[config.mk]
export PLATFORM = sky130hd
export DESIGN_NAME = svo_tpg
export DESIGN_NICKNAME = d
export VERILOG_FILES = /design/src/rtl/svo_tpg.sv
export SDC_FILE = /design/constraint.sdc
export NUM_CORES = 1
export LEC_CHECK = 0
export CAP_MARGIN = 20
export CORE_UTILIZATION = 40
export CTS_CLUSTER_DIAMETER = 120
export DETAILED_ROUTE_END_ITERATION = 7
export GPL_TIMING_DRIVEN = 0
export SLEW_MARGIN = 30
export SYNTH_ARGS = -nofsm -noshare
export SYNTH_HDL_FRONTEND = slang
export SYNTH_SLANG_ARGS = --single-unit
[constraint.sdc]
create_clock -name clk -period 10.04 [get_ports clk]
set_input_delay 1.004 -clock clk [delete_from_list [all_inputs] [get_ports clk]]
set_output_delay 1.004 -clock clk [all_outputs]
set_load 0.02 [all_outputs]
[src/rtl/svo_tpg.sv]
`default_nettype none
// ============================================================================
//  Module   : svo_tpg
//  Purpose  : Multi-pattern raster test-pattern generator (AXI-Stream video).
//             Solid / colour bars / checkerboard / grey ramp, per-frame scroll.
//  Revision : 1.0 - initial release
// ============================================================================
module svo_tpg #(
  parameter int HOR_PIXELS = 640,
  parameter int VER_PIXELS = 480,
  parameter int BPC        = 8,
  parameter int CELL_LOG2  = 5
) (
  input  logic               clk,
  input  logic               resetn,
  input  logic [1:0]         cfg_mode,
  input  logic               cfg_scroll,
  input  logic [3*BPC-1:0]   cfg_color,
  output logic               out_axis_tvalid,
  input  logic               out_axis_tready,
  output logic [3*BPC-1:0]   out_axis_tdata,
  output logic               out_axis_tuser,
  output logic               out_axis_tlast,
  output logic [15:0]        frame_count
);

  localparam int XW   = $clog2(HOR_PIXELS);
  localparam int YW   = $clog2(VER_PIXELS);
  localparam int BARW = HOR_PIXELS / 8;

  localparam logic [XW-1:0]  c_x_last = XW'(HOR_PIXELS - 1);
  localparam logic [YW-1:0]  c_y_last = YW'(VER_PIXELS - 1);
  localparam logic [BPC-1:0] c_full   = {BPC{1'b1}};

  // cursors, scrolled column and per-frame shadow configuration
  logic [XW-1:0]    r_x;
  logic [YW-1:0]    r_y;
  logic [XW-1:0]    r_xs;
  logic [XW-1:0]    r_scroll;
  logic [1:0]       r_mode;
  logic             r_scroll_en;
  logic [3*BPC-1:0] r_color;
  logic             r_eof;

  logic             w_adv;
  logic             w_sof;
  logic             w_x_end;
  logic             w_y_end;
  logic [1:0]       w_mode;
  logic [3*BPC-1:0] w_color;
  logic             w_scroll_en;
  logic [XW-1:0]    w_scroll_nxt;
  logic [XW-1:0]    w_xs_inc;
  logic [6:0]       w_bar_ge;
  logic [2:0]       w_bar_idx;
  logic             w_xs_bit;
  logic             w_y_bit;
  logic             w_chk;
  logic [BPC-1:0]   w_r;
  logic [BPC-1:0]   w_g;
  logic [BPC-1:0]   w_b;

  assign w_adv   = !out_axis_tvalid || out_axis_tready;
  assign w_sof   = (r_x == '0) && (r_y == '0);
  assign w_x_end = (r_x == c_x_last);
  assign w_y_end = (r_y == c_y_last);

  // Pixel (0,0) uses the live config so a change on that very edge is captured.
  assign w_mode      = w_sof ? cfg_mode   : r_mode;
  assign w_color     = w_sof ? cfg_color  : r_color;
  assign w_scroll_en = w_sof ? cfg_scroll : r_scroll_en;

  assign w_scroll_nxt = !w_scroll_en ? r_scroll :
                        (r_scroll == c_x_last) ? '0 : r_scroll + XW'(1);
  assign w_xs_inc     = (r_xs == c_x_last) ? '0 : r_xs + XW'(1);

  // Bar index = number of bar boundaries passed; bar 7 absorbs the remainder.
  for (genvar k = 1; k < 8; k++) begin : g_bar
    assign w_bar_ge[k-1] = (r_xs >= XW'(k * BARW));
  end

  always_comb begin
    w_bar_idx = '0;
    for (int k = 0; k < 7; k++) begin
      w_bar_idx = w_bar_idx + {2'b00, w_bar_ge[k]};
    end
  end

  // A cell bit beyond the cursor width is constantly zero.
  if (CELL_LOG2 < XW) begin : g_xbit
    assign w_xs_bit = r_xs[CELL_LOG2];
  end else begin : g_xbit_zero
    assign w_xs_bit = 1'b0;
  end

  if (CELL_LOG2 < YW) begin : g_ybit
    assign w_y_bit = r_y[CELL_LOG2];
  end else begin : g_ybit_zero
    assign w_y_bit = 1'b0;
  end

  assign w_chk = w_xs_bit ^ w_y_bit;

  always_comb begin
    w_r = '0;
    w_g = '0;
    w_b = '0;
    case (w_mode)
      2'd0: {w_b, w_g, w_r} = w_color;
      2'd1: begin
        w_r = w_bar_idx[1] ? '0 : c_full;
        w_g = w_bar_idx[2] ? '0 : c_full;
        w_b = w_bar_idx[0] ? '0 : c_full;
      end
      2'd2: begin
        w_r = w_chk ? c_full : '0;
        w_g = w_chk ? c_full : '0;
        w_b = w_chk ? c_full : '0;
      end
      default: begin
        w_r = BPC'(r_xs);
        w_g = BPC'(r_xs);
        w_b = BPC'(r_xs);
      end
    endcase
  end

  always_ff @(posedge clk or negedge resetn) begin
    if (!resetn) begin
      out_axis_tvalid <= 1'b0;
      out_axis_tdata  <= '0;
      out_axis_tuser  <= 1'b0;
      out_axis_tlast  <= 1'b0;
      frame_count     <= '0;
      r_x             <= '0;
      r_y             <= '0;
      r_xs            <= '0;
      r_scroll        <= '0;
      r_mode          <= '0;
      r_scroll_en     <= 1'b0;
      r_color         <= '0;
      r_eof           <= 1'b0;
    end else begin
      if (out_axis_tvalid && out_axis_tready && r_eof) begin
        frame_count <= frame_count + 16'd1;
      end
      if (w_adv) begin
        out_axis_tvalid <= 1'b1;
        out_axis_tdata  <= {w_b, w_g, w_r};
        out_axis_tuser  <= w_sof;
        out_axis_tlast  <= w_x_end;
        r_eof           <= w_x_end && w_y_end;
        if (w_sof) begin
          r_mode      <= cfg_mode;
          r_scroll_en <= cfg_scroll;
          r_color     <= cfg_color;
        end
        if (w_x_end) begin
          r_x <= '0;
          if (w_y_end) begin
            r_y      <= '0;
            r_scroll <= w_scroll_nxt;
            r_xs     <= w_scroll_nxt;
          end else begin
            r_y  <= r_y + YW'(1);
            r_xs <= r_scroll;
          end
        end else begin
          r_x  <= r_x + XW'(1);
          r_xs <= w_xs_inc;
        end
      end
    end
  end

endmodule
`default_nettype wire

# Word-level counts from Yosys, hierarchy flattened
# Cells that the tools add are included.
dict set report word_totals {
  ff_bits 110
  output_inout_bits 43
  inputBits 30
  wordCells 65
}
dict set report classes {
  n_bitwise 1
  reduce_logical 10
  add_sub_neg 11
  eq_ne 6
  muxes 17
  n_lt_le_gt_ge 7
}
# cell n
set op_table {}
lappend op_table {{$pmux W8 S3} 3}
lappend op_table {{$mux W10} 6}
lappend op_table {{$mux W8} 4}
lappend op_table {{$add A10 B1 Y10 const B} 3}
lappend op_table {{$eq A10 B10 Y1 const B} 3}
lappend op_table {{$ge A10 B9 Y1 const B} 3}
lappend op_table {{$mux W24} 1}
lappend op_table {{$ge A10 B8 Y1 const B} 2}
lappend op_table {{$add A16 B1 Y16 const B} 1}
lappend op_table {{$add A3 B1 Y3} 4}
lappend op_table {{$ge A10 B10 Y1 const B} 1}
lappend op_table {{$ge A10 B7 Y1 const B} 1}
lappend op_table {{$logic_not A10 Y1} 1}
lappend op_table {{$add A9 B1 Y9 const B} 1}
lappend op_table {{$eq A9 B9 Y1 const B} 1}
lappend op_table {{$logic_not A9 Y1} 1}
lappend op_table {{$mux W9} 1}
lappend op_table {{$logic_and A1 B1 Y1} 4}
lappend op_table {{$add A2 B1 Y3} 1}
lappend op_table {{$add A1 B1 Y2} 1}
lappend op_table {{$eq A2 B1 Y1 const B} 1}
lappend op_table {{$eq A2 B2 Y1 const B} 1}
lappend op_table {{$logic_not A2 Y1} 1}
lappend op_table {{$mux W2} 1}
lappend op_table {{other kinds (5)} 5}

# Depth between registers and ports, before layout
# Gate-level depths: netlist (run 1).
dict set report logic_depth {
  word_depth 9
  mapped_depth 10
}

# Least setup slack after synthesis (run 1)
# OpenSTA, ideal clock, no wires.
dict set report synth_path {
  path_type {register to register}
  start {register r_xs[7]}
  end {register out_axis_tdata[0]}
  arrival_ns 3.374
  path_slack_ns 6.540
  required_ns 9.914
  path_stages_with_launch 11
  setup_time_ns 0.126
  cell_sequence {dfrtp_1 clkbuf_1 or2_2 a21oi_1 fa_1 fa_1 inv_1 fa_1 fa_1 o21ai_2 o32a_1}
}
dict set report synth_between {
  elab_chain_len 9
  elab_cells_between_ends 15
  cone_classes {6 x add/sub; 7 x order compare; 2 x mux}
}
# item line
set synth_rtl {}
lappend synth_rtl {{start, declared} 38} ;# logic [XW-1:0] r_xs;
lappend synth_rtl {{start signal, assigned} 163} ;# r_xs <= w_scroll_nxt;
lappend synth_rtl {{start signal, assigned} 166} ;# r_xs <= r_scroll;
lappend synth_rtl {{start signal, assigned} 170} ;# r_xs <= w_xs_inc;
lappend synth_rtl {{$ge A10 B7 Y1 / $ge A10 B8 Y1 (equally long branches)} 79} ;# assign w_bar_ge[k-1] = (r_xs >= XW'(k * BARW));
lappend synth_rtl {{$add A1 B1 Y2} 85} ;# w_bar_idx = w_bar_idx + {2'b00, w_bar_ge[k]};
lappend synth_rtl {{$add A2 B1 Y3} 85}
lappend synth_rtl {{$add A3 B1 Y3 (3 in series)} 85}
lappend synth_rtl {{$add A3 B1 Y3 *} 85}
lappend synth_rtl {{$mux W8 *} 111} ;# w_r = w_bar_idx[1] ? '0 : c_full;
lappend synth_rtl {{$pmux W8 S3 *} 108} ;# case (w_mode)
lappend synth_rtl {{end signal, assigned} 149} ;# out_axis_tdata <= {w_b, w_g, w_r};
lappend synth_rtl {{end, declared} 21} ;# output logic [3*BPC-1:0] out_axis_tdata,
# Mark *: on every way between the ends. The rest lies on a longest branch, timed or not.
# A chain may end at the register's enable or synchronous reset.

# Worst setup path in the final report (run 1)
dict set report layout_path {
  start {register r_xs[5]}
  end {register out_axis_tdata[13]}
}
dict set report layout_between {
  elab_chain_len 9
  elab_cells_between_ends 17
  cone_classes {6 x add/sub; 7 x order compare; 3 x mux; 1 x bitwise}
}
# item line
set layout_rtl {}
lappend layout_rtl {{$ge A10 B7 Y1 / $ge A10 B8 Y1 (equally long branches)} 79}
lappend layout_rtl {{$add A1 B1 Y2} 85}
lappend layout_rtl {{$add A2 B1 Y3} 85}
lappend layout_rtl {{$add A3 B1 Y3 (4 in series)} 85}
lappend layout_rtl {{$mux W8} 112} ;# w_g = w_bar_idx[2] ? '0 : c_full;
lappend layout_rtl {{$pmux W8 S3 *} 108}
# Marks and branches as above.

==> results.cfg, run 1 <==
[global_routing]
grt_remaining_overflow = 0
grt_pass1_wl_mm = 24.8
grt_max_degree = 65
grt.total_usage_pct = 21.5
first_global_vias = 4810
grt_antenna_before_repair = 0

[timing]
setup_violations = 0
relSlewSlack_pct = 55.5
tns_ns = 0
layout_min_cycle_time_ns = 3.83
rsz0062_at_grt = false
worst_pin_slew_ns = 0.665
holdWs_ns = 0.492
period_share_pct = 38.2
layout_setup_ws_ns = 6.21
finalHoldViolCount = 0
max_freq_mhz = 261
drv_slew = 0
skew_ns = 0.0122

[setup_path]
cp_common_cell = fa_1
endpoint_kind = register
reg2reg_depth = 10
crit_fanout = 10
critical_path_class = register to register
start_kind = register
worst_ep_required_time_ns = 10.32
cpPeakStageDelay_ns = 0.54
cp_slowest_cell = fa_1
crit_chain = clkbuf_1 -> o21ai_0 -> and3b_1 -> fa_1 -> fa_1 -> inv_1 -> fa_1 -> fa_1 -> o21ai_2 -> o32a_1
crit_arrival_ns = 4.11

[floorplan]
num_io_pins = 73
rows = 43
coreArea_um2 = 14000
start_util_pct = 41.6
die_x_um = 123
dieArea_um2 = 15100
dieHeight_um = 123

[clocking]
cts_buffers = 9
cts_num_sinks = 110
ctsResizeCount = 0
cts_buffer_depth = 2
clockRootBuffer = clkbuf_16
clk_latency_ns = 0.35
cts.reportedPaths.clkPinSlew_ns = 0.07
cts_hold_buf = 0
cts_setup_buffers = 0
cts-htree-levels = 3
cts_tree = yes

[placement]
place_congestion = 0.890
numPortBuffers = 72
dp.cells = 832
dpl_cell_area_um2 = 6820
pre_cts_slack_ns = 6.23
hpwl_mm = 10.8

[min_path]
hold_path.class = register to register
min_path_cells = 2

[flow_run]
cap_violations = 0

[final_layout]
mostFrequentLayoutCells = dfrtp_1, clkdlybuf4s50_1, nand2_1
fillers = 1269
multiInputGateArea_um2 = 2880
antenna_cells = 0
fin_area_um2 = 7120
synthToLayoutAreaGrowth_pct = 21.8
layout-drive-gt1-share_pct = 8.98
finalNonFillerCells = 848
final_common_cell = dfrtp_1
finalNetCount = 705
final-seq-area_um2 = 2750

[routing]
dr_wl_met3_um = 711
drt-vias-per-instance = 5.82
met2_length_mm = 7.40
drt_iter0_drc = 368
routedWlPerCell_um = 17.9
drt_wl_total_mm = 15.2
vias = 4932
ant_nets = 0
top_layer = met4
dr.pass1.iters = 4
remaining_drc_errors = 0
m1WireLength_mm = 6.85

[power_and_ir_drop]
peakVddDrop_mv = 0.114
leakage_nw = 2.96
powerDensity_nw_per_um2 = 239

[synth]
ys_ff_latch = 110
synth_nets = 621
synth-edff-count = 0
yosysWarnings = 0
avgSynthCellArea_um2 = 10.1
synth_ff_type = dfrtp_1
yosysSeqAreaShare_pct = 47.1
yosysUniqueCellTypes = 59
syn_area_um2 = 5840
async_flop_share_pct = 100
synth_cells = 579

[outcome]
outcome = completed
-- final timing paths --
| kind | start | slack [ns] | end |
|---|---|---|---|
| worst max-delay path | r_xs[5] | 6.21 | out_axis_tdata[13] |
| worst max register to register | r_xs[5] | 6.21 | out_axis_tdata[13] |
| worst min register to register | out_axis_tuser | 0.49 | out_axis_tuser |
| worst min-delay path | out_axis_tuser | 0.49 | out_axis_tuser |
| min in group asynchronous | resetn | 0.54 | r_color[22] |
| max in group asynchronous | resetn | 8.85 | r_xs[4] |
-- area by class of cell --
class | instances | share of cell area (%)
multi-input cells | 421 | 40.5
clock buffers | 14 | 3.99
repair buffers | 73 | 10.6
plain buffers | 36 | 2.28
clock inverters | 2 | 0.193
inverters | 12 | 0.633
well taps | 180 | 3.16
flip-flops and latches | 110 | 38.7
-- flip-flops by register name (all words and copies together), names as in the netlist --
register         flops
frame_count         16
r_eof                1
r_y                  9
r_scroll            10
out_axis_tuser       1
out_axis_tvalid      1
r_scroll_en          1
r_x                 10
r_color             24
r_xs                10
r_mode               2
out_axis_tdata      24
out_axis_tlast       1
-- synth_stat cells, types with 6 or more instances --
cell	count	area share (%)
a21oi_1	25	2.1
and2_1	12	1.3
and3_1	8	0.86
and4_1	8	1.2
buf_2	7	0.60
clkbuf_1	26	1.7
dfrtp_1	110	47
ha_1	8	1.7
inv_1	12	0.77
mux2_1	6	1.2
mux2_2	22	4.2
nand2_1	60	3.9
nand3_1	37	3.2
nand4_1	12	1.3
nor2_1	29	1.9
nor3_1	7	0.60
nor4_1	6	0.64
o211ai_1	30	3.9
o21ai_0	27	2.3
o32a_1	24	4.1
xnor2_1	22	3.3
xor2_1	13	1.9
-- critical path, delay by kind of cell (launching register included) --
| family | cells | cell delay, ns |
|---|---|---|
| fa+ha+maj | 4 | 1.91 |
| compound gates | 3 | 0.81 |
| flops | 1 | 0.39 |
| buf+inv | 2 | 0.39 |
| simple gates | 1 | 0.24 |
-- power breakdown --
part           leakage [nW]  internal (W)  switching (W)
Combinational          1.42      0.000320       0.000352
Clock                 0.149      0.000196       0.000163
Sequential             1.40      0.000577      0.0000947
-- routing by layer --
layer / vias to the layer above / GRT usage [%]
met5: - / 0
met4: 0 / 5.64
li1: 2296 / -
met2: 129 / 36.4
met3: 15 / 4.37
met1: 2492 / 27.8
-- per-stage QoR --
step                      util, %  total power, W
after floorplan                 -         0.00110
after global placement       48.4         0.00133
after detailed placement     48.6         0.00135
after CTS                    50.7         0.00171
after global routing         50.7         0.00181
final                        50.7         0.00170
-- cell families after synthesis --
logic type / synth area share, %
AND/OR/NAND/NOR: 18.8
AO/OA/AOI/OAI: 16.0
other: 0.0642
flip-flops: 47.1
multiplexers: 6.17
XOR/XNOR: 5.25
adder cells (fa/ha/maj): 3.08
buffers and inverters: 3.55
Note: power is estimated with default switching activity, not from simulation.
==> inputs of run 2 (changes only) <==
- clock period: 10.04 -> 3.34 ns (I/O delays scaled with it)
==> results.cfg, run 2 (same netlist as run 1, synthesis figures left out) <==
[placement]
place_congestion = 0.856
dpl_cell_area_um2 = 6850
hpwl_mm = 10.9
dp.cells = 832
numPortBuffers = 72

[global_routing]
grt_remaining_overflow = 0
grt_pass1_wl_mm = 24.7
first_global_vias = 4808
grt_max_degree = 61
grt_antenna_before_repair = 0
grt.total_usage_pct = 21.6

[routing]
routedWlPerCell_um = 17.9
drt_iter0_drc = 289
drt_wl_total_mm = 15.2
remaining_drc_errors = 0
drt-vias-per-instance = 5.68
ant_nets = 0
dr.pass1.iters = 4
vias = 4826

[final_layout]
finalNetCount = 707
layout-drive-gt1-share_pct = 11.3
fillers = 1291
multiInputGateArea_um2 = 2920
finalNonFillerCells = 850
final-seq-area_um2 = 2760
synthToLayoutAreaGrowth_pct = 23.0
antenna_cells = 0
final_common_cell = dfrtp_1
fin_area_um2 = 7190
reg.largest.list = out_axis_tdata x24, r_color x24, frame_count x16
mostFrequentLayoutCells = dfrtp_1, clkdlybuf4s50_1, nand2_1

[setup_path]
r2r-start = r_xs[8]
reg2reg_depth = 9
crit_chain = nor2_2 -> and3b_2 -> fa_1 -> fa_1 -> inv_1 -> fa_2 -> fa_1 -> o21ai_4 -> o32a_1
crit_arrival_ns = 3.53
endpoint_kind = register
r2r_slack_ns = 0.05
critPathBufInv = 1
cp_top_family = adder cells
start_kind = register
cpPeakStageDelay_ns = 0.56
critical_path_class = register to register
cp_common_cell = fa_1
worst_ep_required_time_ns = 3.58
rr_endpoint = out_axis_tdata[7]
cp_slowest_cell = fa_1
crit_fanout = 9

[outcome]
outcome = completed

[power_and_ir_drop]
leakage_nw = 2.98
p_switching_w = 0.00186
clockPowerShare_pct = 20.5
power_frac_seq_pct = 39.8
peakVddDrop_mv = 0.296
powerDensity_nw_per_um2 = 716
swShare_pct = 36.1
p_int_w = 0.00329
power_frac_comb_pct = 39.8

[timing]
layout_min_cycle_time_ns = 3.29
worst_pin_slew_ns = 0.675
holdWs_ns = 0.468
relSlewSlack_pct = 53.7
drv_slew = 0
rsz0062_at_grt = true
setup_violations = 0
tns_ns = 0
finalHoldViolCount = 0
period_share_pct = 98.4
skew_ns = 0.0107
max_freq_mhz = 304

[floorplan]
die_x_um = 123
num_io_pins = 73
rows = 43
dieArea_um2 = 15100
coreArea_um2 = 14000
dieHeight_um = 123
start_util_pct = 41.6

[clocking]
cts-htree-levels = 3
cts_buffers = 9
cts_tree = yes
cts_num_sinks = 110
cts_buffer_depth = 2
clk_latency_ns = 0.36
clockRootBuffer = clkbuf_16
cts.reportedPaths.clkPinSlew_ns = 0.07

[flow_run]
cap_violations = 0

[min_path]
hold_path.class = primary input to asynchronous set/reset pin
run 2: cell types whose count changed in the layout (fill, tap and decap cells not counted), moves of 2 or more:
cell	previous run	this run
clkbuf_1	27	22
dfrtp_2	0	5
o21ai_0	27	25
dfrtp_1	110	105
o21ai_4	0	2
clkbuf_8	4	2
buf_4	1	6
run 2: final cells by class:
type,instances,share of cell area [%]
well taps,180,3.13
clock inverters,4,0.418
flip-flops and latches,110,38.4
inverters,12,0.626
repair buffers,79,11.1
clock buffers,12,3.57
multi-input cells,421,40.5
plain buffers,32,2.21
run 2: worst reg2reg max path: stages, from the launching register on:
cell and delay, ns:
dfrtp_2 0.48, nor2_2 0.17, and3b_2 0.21, fa_1 0.43, fa_1 0.50, inv_1 0.05, fa_2 0.34, fa_1 0.56
o21ai_4 0.11, o32a_1 0.32
run 2: routing by layer:
layer	up-vias	track usage, %	wire length, µm
met3	19	4.60	659
li1	2295	-	-
met2	115	34.8	7240
met5	-	0	0
met4	0	8.69	351
met1	2397	28.1	6980
run 2: worst max path at each step:
stage / depth (start not counted) / start / slack [ns] / endpoint
2_1_floorplan: 10 / r_xs[4] / 0.04 / out_axis_tdata[0]
3_3_place_gp: 1 / resetn / -2.41 / frame_count[0]
3_5_place_dp: 10 / r_xs[4] / -0.28 / out_axis_tdata[11]
4_1_cts: 10 / r_xs[5] / 0.0006 / out_axis_tdata[7]
5_1_grt: 10 / r_xs[5] / -0.08 / out_axis_tdata[7]
6_report: 9 / r_xs[8] / 0.05 / out_axis_tdata[7]
run 2: repair_timing:
| action | 4_1_cts | 5_1_grt |
|---|---|---|
| resized for setup | 8 | 6 |
| endpoints found under the hold margin | 50 | 0 |
| endpoints found under the setup margin | 23 | 15 |
| pin swaps | 6 | 6 |
| hold buffers | 1 | 0 |
| buffers inserted | 5 | 0 |
run 2: power groups by stage:
stage	clock (W)	combinational [W]	sequential, W
after floorplan	0	0.00115	0.00216
after CTS	0.00108	0.00205	0.00204
after global placement	0	0.00199	0.00203
after detailed placement	0	0.00203	0.00204
final	0.00105	0.00205	0.00205
after global routing	0.00113	0.00223	0.00210
run 2: stage by stage:
| step | utilization, % | total power [W] | setup slack [ns] |
|---|---|---|---|
| after CTS | 51.2 | 0.00517 | 0.000643 |
| after global routing | 51.2 | 0.00546 | -0.0776 |
| final | 51.2 | 0.00515 | 0.0535 |
| after global placement | 48.6 | 0.00402 | -2.41 |
| after floorplan | - | 0.00331 | 0.0440 |
| after detailed placement | 48.8 | 0.00407 | -0.284 |
